**src/rtl/fetch_unit.sv**
```systemverilog
// Instruction fetch stage: walks a word-aligned PC, requests words from instruction
// memory and holds each returned word for the decode stage until it is accepted.
// A taken redirect aborts or drains the in-flight request. A misaligned redirect
// target is fatal: fetch parks in a halt state until reset.
//
// Ports
//   clken        clock, rising edge
//   rst          asynchronous active-low reset
//   en           fetch enable; 0 stops new requests, does not abort one in flight
//   imem_req     memory request (held from issue until ack)
//   imem_addr    word address of the request (current pc)
//   imem_ack     memory response strobe, qualifies imem_rdata
//   imem_rdata   returned instruction word
//   redirect     taken jump/branch from a later stage
//   redirect_pc  new fetch target
//   opcode       instruction word presented to decode
//   pc_out       address of the word on opcode
//   valid        opcode/pc_out hold an unconsumed instruction
//   dec_ready    decode accepts opcode this cycle
//   ill_inst     opcode is not a 32-bit encoding (low bits != 2'b11) while valid
//   fetch_err    sticky misaligned-redirect error
module fetch_unit #(
    parameter logic [31:0] RESET_PC = 32'h0000_0000
) (
    input  logic        clken,
    input  logic        rst,
    input  logic        en,
    output logic        imem_req,
    output logic [31:0] imem_addr,
    input  logic        imem_ack,
    input  logic [31:0] imem_rdata,
    input  logic        redirect,
    input  logic [31:0] redirect_pc,
    output logic [31:0] opcode,
    output logic [31:0] pc_out,
    output logic        valid,
    input  logic        dec_ready,
    output logic        ill_inst,
    output logic        fetch_err
);

    typedef enum logic [1:0] {StReq, StWait, StDrain, StHalt} state_e;

    state_e      state_q;
    logic [31:0] pc_q;
    logic [31:0] opcode_q;
    logic [31:0] pc_out_q;
    logic        valid_q;
    logic        err_q;

    logic issue;
    logic redir_ok;
    logic redir_bad;

    assign redir_ok  = redirect & (redirect_pc[1:0] == 2'b00);
    assign redir_bad = redirect & (redirect_pc[1:0] != 2'b00);

    // A new request may go out only once the output slot is free or being
    // emptied this cycle; a redirect in the same cycle wins and suppresses it.
    assign issue = (state_q == StReq) & en & (~valid_q | dec_ready) & ~redirect;

    // rst gates the request so it drops the instant reset asserts, even
    // though the reset state itself would otherwise be allowed to issue.
    assign imem_req  = rst & (issue | (state_q == StWait));
    assign imem_addr = pc_q;

    assign opcode    = opcode_q;
    assign pc_out    = pc_out_q;
    assign valid     = valid_q;
    assign fetch_err = err_q;
    assign ill_inst  = valid_q & (opcode_q[1:0] != 2'b11);

    always_ff @(posedge clken or negedge rst) begin
        if (!rst) begin
            state_q  <= StReq;
            pc_q     <= RESET_PC;
            opcode_q <= 32'h0000_0000;
            pc_out_q <= 32'h0000_0000;
            valid_q  <= 1'b0;
            err_q    <= 1'b0;
        end else begin
            // Consumption by decode; a load below overrides this.
            if (valid_q && dec_ready) begin
                valid_q <= 1'b0;
            end

            unique case (state_q)
                StReq: begin
                    if (redirect) begin
                        valid_q <= 1'b0;
                        if (redir_bad) begin
                            err_q   <= 1'b1;
                            state_q <= StHalt;
                        end else begin
                            pc_q <= redirect_pc;
                        end
                    end else if (issue) begin
                        state_q <= StWait;
                    end
                end

                StWait: begin
                    if (redirect) begin
                        // Any word acked in this cycle belongs to the old path.
                        valid_q <= 1'b0;
                        if (redir_bad) begin
                            err_q   <= 1'b1;
                            state_q <= imem_ack ? StHalt : StDrain;
                        end else begin
                            pc_q    <= redirect_pc;
                            state_q <= imem_ack ? StReq : StDrain;
                        end
                    end else if (imem_ack) begin
                        opcode_q <= imem_rdata;
                        pc_out_q <= pc_q;
                        valid_q  <= 1'b1;
                        pc_q     <= pc_q + 32'd4;
                        state_q  <= StReq;
                    end
                end

                StDrain: begin
                    if (redir_ok) begin
                        pc_q <= redirect_pc;
                    end
                    if (redir_bad) begin
                        err_q <= 1'b1;
                    end
                    if (imem_ack) begin
                        state_q <= (err_q || redir_bad) ? StHalt : StReq;
                    end
                end

                StHalt: begin
                    valid_q <= 1'b0;
                end

                default: begin
                    state_q <= StHalt;
                end
            endcase
        end
    end

endmodule

```
**config.mk**
```make
export PLATFORM = sky130hd
export DESIGN_NAME = fetch_unit
export DESIGN_NICKNAME = d
export VERILOG_FILES = /design/src/rtl/fetch_unit.sv
export SDC_FILE = /design/constraint.sdc
export NUM_CORES = 1
export LEC_CHECK = 0
export CELL_PAD_IN_SITES_DETAIL_PLACEMENT = 1
export CELL_PAD_IN_SITES_GLOBAL_PLACEMENT = 2
export CORE_MARGIN = 4
export CORE_UTILIZATION = 28
export DETAILED_ROUTE_END_ITERATION = 8
export GPL_ROUTABILITY_DRIVEN = 0
export PLACE_DENSITY = 0.88
export SYNTH_ARGS = -nofsm -noshare
export SYNTH_HDL_FRONTEND = slang
export SYNTH_SLANG_ARGS = --single-unit
```
**constraint.sdc**
```tcl
create_clock -name clken -period 2.7 [get_ports clken]
set_clock_uncertainty 0.15 [all_clocks]
set_input_delay 0.54 -clock clken [delete_from_list [all_inputs] [get_ports clken]]
set_output_delay 0.54 -clock clken [all_outputs]
set_load 0.005 [all_outputs]
```
# --- Yosys cells after proc, flatten, opt, wreduce, memory -nomap -nowiden ---
# Cells that the tools add are included.
totals:
  ff_bits: 100
  in_bits: 70
  output_inout_bits: 100
  word_cells: 66
op_classes:
  add_sub_neg: 1
  n_eq_ne: 11
  n_mux: 25
  bitwise_logic: 11
  n_reduce_logical: 12
ops:
  columns: ["operator", "count"]
  rows:
  - ["$mux 32", 5]
  - ["$pmux 32 s3", 1]
  - ["$add 32x3->32 const B", 1]
  - ["$mux 2", 9]
  - ["$ne 3x3->1 const B", 3]
  - ["$ne 2x2->1 const B", 4]
  - ["$and 1x1->1", 7]
  - ["$mux 1", 7]
  - ["$pmux 2 s3", 1]
  - ["$reduce_and 5->1", 1]
  - ["$eq 2x2->1 const B", 2]
  - ["$logic_not 2->1", 2]
  - ["$reduce_and 4->1", 1]
  - ["$reduce_bool 2->1", 2]
  - ["$pmux 1 s3", 1]
  - ["$reduce_and 3->1", 1]
  - ["$reduce_bool 3->1", 1]
  - ["$eq 2x1->1 const B", 1]
  - ["$ne 2x1->1 const B", 1]
  - ["$not 1->1", 2]
  - ["$or 1x1->1", 2]
  - ["$pmux 1 s2", 1]
  - ["$reduce_and 2->1", 1]
  - ["$reduce_or 2->1", 1]
  - ["other kinds (2)", 2]

# --- Logic depth before layout (Yosys ltp) ---
logic_depth:
  word_depth: 7
  ltp_mapped: 10
  mapped_depth_nobuf: 7

# --- Worst setup path before layout ---
# OpenSTA, ideal clock, no wires.
synth_path:
  path_type: "register -> register"
  startpoint: "register state_q[0]"
  endpoint: "register pc_q[21] (netlist: imem_addr[21])"
  setup_time_ns: 0.137
  arrival_time_ns: 2.102
  required_ns: 2.413
  setup_slack_ns: 0.311
  path_stages_with_launch: 11
  n_path_buf: 3
  cell_sequence: "dfrtp_1 > inv_1 > ha_1 > buf_6 > a21bo_2 > a221o_1 > clkbuf_1 > nor2b_1 > buf_2 > a22oi_1 > o21ai_0"
synth_between:
  elab_chain_cells: 3
synth_rtl:
  columns: ["element", "line_no", "rtl"]
  rows:
  - ["start: declaration", "44", "state_e state_q;"]
  - ["start signal: assignment", "75", "state_q <= StReq;"]
  - ["start signal: assignment", "93", "state_q <= StHalt;"]
  - ["start signal: assignment", "98", "state_q <= StWait;"]
  - ["$eq 2x1->1 (tied with other cells)", "87", "unique case (state_q)"]
  - ["$ne 3x3->1 (no line) (tied with other cells)", null, null]
  - ["$reduce_and 4->1 (no line)", null, null]
  - ["end signal: assignment", "95", "pc_q <= redirect_pc;"]
  - ["end signal: assignment", "110", "pc_q <= redirect_pc;"]
  - ["end signal: assignment", "117", "pc_q <= pc_q + 32'd4;"]
  - ["end: declaration", "45", "logic [31:0] pc_q;"]
# Several ways; a longest one is shown, not always the timed one.
# A chain may end at the register's enable or synchronous reset.

# --- Final worst setup path ---
layout_path:
  startpoint: "register state_q[0]"
  endpoint: "output imem_req"
layout_between:
  elab_chain_cells: 6
layout_rtl:
  columns: ["element", "line_no", "rtl"]
  rows:
  - ["$logic_not 2->1", "60", "assign issue = (state_q == StReq) & en & (~valid_q | dec_ready) & ~redirect;"]
  - ["$and 1x1->1 (3 in a row)", "60", null]
  - ["$or 1x1->1 (*)", "64", "assign imem_req = rst & (issue | (state_q == StWait));"]
  - ["$and 1x1->1 (*)", "64", null]
  - ["end: declaration", "28", "output logic imem_req,"]
# Mark *: on every way between the ends. The rest lies on a longest branch, timed or not.

==> flow_metrics.py <==
metrics = {
    "run_status": {
        "status": "finished clean",
    },
    "placement": {
        "dp_hpwl_um": 12800,
        "dpl_cell_area_um2": 7060,
        "place_ws_ps": -87.0,
        "io_buffers": 169,
    },
    "synth": {
        "synth-seq-cells": 100,
        "yosys_warnings": 0,
        "synth_top_family_by_area": "simple AND/OR/NAND/NOR gates",
        "synth.distinct_cells": 58,
        "synth_area_um2": 4830,
        "yosys.area_share.simple_pct": 14.7,
        "ys.flop_type": "dfrtp_1",
        "syn_nets": 518,
        "synth_cells": 443,
        "synth-edff-count": 0,
        "avgSynthCellArea_um2": 10.9,
        "synthAdderAreaFrac_pct": 1.30,
        "yosys.area_share.xor_xnor_pct": 0.181,
        "synth.mux.area_fraction_pct": 14.4,
        "synth-async-reset-ratio_pct": 100,
        "synth_compound_area_share_pct": 14.3,
        "synth_seq_area_share_pct": 51.9,
    },
    "routing": {
        "dr.pass1.iters": 4,
        "drc": 0,
        "ant_nets": 0,
        "drt_iter0_drc": 114,
        "drt-total-wl_um": 16800,
        "wl_per_cell_um": 19.4,
        "vias_per_cell": 5.13,
        "vias": 4427,
    },
    "clocking": {
        "clkLatencyLatePin_ps": 350,
        "cts_buffers": 9,
        "cts_buffer_depth": 2,
        "cts-root-buf": "clkbuf_16",
        "post-cts-setup-buffers": 0,
        "holdBufCountCts": 0,
        "cts_tree": "yes",
        "htree_levels": 3,
        "cts.sinks": 100,
        "clk_pin_slew_ps": 80,
    },
    "critical_path": {
        "path_class": "register to primary output",
        "crit_path_end_kind": "primary output",
        "start_kind": "register",
        "crit_path_max_incr_delay_ps": 500,
        "crit_slowest_cell": "clkdlybuf4s50_1",
        "cp_data_arrival_time_ps": 1880,
        "path_cells": "inv_1 -> ha_2 -> nor3b_2 -> o21a_1 -> clkdlybuf4s50_1",
        "r2r_slack_ps": 180,
        "worstPathRequired_ps": 2010,
        "crit_fanout": 5,
    },
    "min_path": {
        "hold_path.class": "input pin to asynchronous set/reset pin",
    },
    "power_and_ir_drop": {
        "power.switching_mw": 2.86,
        "swShare_pct": 35.3,
        "finalPower_mw": 8.09,
        "p_int_mw": 5.24,
        "powerDensity_nw_per_um2": 1100,
        "combPwrFrac_pct": 50.2,
        "peakVddDrop_mv": 0.393,
        "clockPowerShare_pct": 16.5,
        "leakagePower_nw": 3.05,
        "p_seq_share_pct": 33.3,
    },
    "layout": {
        "n_fill_cell": 1834,
        "syn_to_final_growth_pct": 52.6,
        "fin_nets": 714,
        "final_common_cell": "clkdlybuf4s50_1",
        "antenna_cells": 0,
        "drive_above_1_share_pct": 21.2,
        "postLayoutCoreUtil_pct": 43.9,
        "finalInstanceArea_um2": 7360,
        "layout_common_cells": "clkdlybuf4s50_1 (167), dfrtp_1 (100), mux2_2 (61)",
    },
    "die": {
        "io_pins": 170,
        "die_h_um": 139,
        "row_count": 47,
        "die_area_um2": 19400,
        "core_um2": 16800,
        "start_util_pct": 28.8,
        "die_w_um": 139,
    },
    "timing": {
        "slew_headroom_pct": 63.9,
        "hold_viol_final": 0,
        "report.final.slew_viol_count": 0,
        "fin_crit_sh_pct": 95.2,
        "timing.final.ws_setup_ps": 131,
        "worst_pin_slew_ps": 541,
        "rsz0062_at_grt": "false",
        "setup_tns_ps": 0,
        "clock.fmax_mhz": 389,
        "period_needed_ps": 2570,
        "setup_viol": 0,
    },
    "global_routing": {
        "grt.total_usage_pct": 17.4,
        "grt_start_max_net_pins": 101,
        "grt_pass1_wl_um": 27200,
        "gr-total-overflow": 0,
        "grt_antenna_before_repair": 0,
        "grt_pass1_vias": 4977,
    },
    "run": {
        "cap_violations": 0,
    },
}
## what timing repair did
action                     4_1_cts  5_1_grt
pin swaps                        0        0
setup endpoints to repair        1        3
hold endpoints to repair         0        0
gates resized for setup          1        3
## power groups by stage
stage,sequential (mW),clock [mW],combinational [mW]
finish,2.69,1.33,4.07
CTS,2.70,1.38,4.12
global route,2.80,1.45,4.42
global placement,2.65,0,3.96
floorplan,2.74,0,1.63
detailed placement,2.73,0,4.11
## metrics by stage
step           hold WS [ps]  cells
3_3_place_gp            320    848
3_5_place_dp            325    848
2_1_floorplan          94.4    443
6_report                170    863
4_1_cts                 207    863
5_1_grt                 217    863
## metal layers
layer  vias up  share of wire, %  track usage, %  wire length, µm
li1       2049                 -               -                -
met1      2198                41            21.0             6910
met2       153                51            30.4             8540
met3        27               5.6            3.74              938
met4         0               2.3            6.49              393
met5         -                 0               0                0
## cell type report
| cell class | instances | area, µm² | share of cell area [%] |
|---|---|---|---|
| flip-flops and latches | 100 | 2500 | 34.0 |
| multi-input cells | 305 | 2190 | 29.7 |
| repair buffers | 212 | 2060 | 28.0 |
| well taps | 220 | 275 | 3.74 |
| clock buffers | 9 | 225 | 3.06 |
| clock inverters | 6 | 72.6 | 0.985 |
| inverters | 11 | 41.3 | 0.561 |
## state kept, by name, summed over array words and instances, names as in the netlist
register	cells
state_q	2
opcode	32
pc_out	32
fetch_err	1
valid	1
imem_addr	32
## synthesized netlist by cell type, types with 4 or more instances
master | n | share of area (%)
buf_1 | 8 | 0.62
nand4_1 | 12 | 1.6
mux2_2 | 61 | 14
inv_1 | 11 | 0.86
a31oi_1 | 4 | 0.52
ha_1 | 5 | 1.3
nor4_1 | 8 | 1.0
nor3_1 | 5 | 0.52
dfrtp_1 | 100 | 52
a32oi_1 | 9 | 1.6
or4_1 | 4 | 0.62
nand3_1 | 18 | 1.9
a22oi_1 | 9 | 1.4
nor2_1 | 19 | 1.5
a21oi_1 | 13 | 1.3
clkbuf_1 | 15 | 1.2
nand2_1 | 33 | 2.6
and2_1 | 4 | 0.52
o21ai_0 | 42 | 4.4
and3_1 | 5 | 0.65
## critical path, delay by kind of cell (launching register included)
family / cells / cell delay (ps)
buffers and inverters: 2 / 620
adders and majority gates: 1 / 210
AOI/OAI and AO/OA: 1 / 120
DFF: 1 / 430
and+or+nand+nor: 1 / 150
## final timing paths
kind	depth (start not counted)	endpoint	from
setup / recovery	5	imem_req	state_q[0]$_DFFE_PN0P_
hold / removal	2	imem_addr[21]$_DFFE_PN0P_	rst
setup reg to reg	8	imem_addr[28]$_DFFE_PN0P_	state_q[0]$_DFFE_PN0P_
hold reg to reg	2	pc_out[12]$_DFFE_PN0P_	pc_out[12]$_DFFE_PN0P_
max in group asynchronous	2	opcode[6]$_DFFE_PN0P_	rst
min in group clken	2	pc_out[12]$_DFFE_PN0P_	pc_out[12]$_DFFE_PN0P_
## logic make-up after synthesis
group | Yosys count
flops | 100
xor+xnor | 1
mux | 62
buf+inv | 38
fa+ha+maj | 5
simple gates | 130
compound gates | 107
Power figures use the tool's default switching activity.
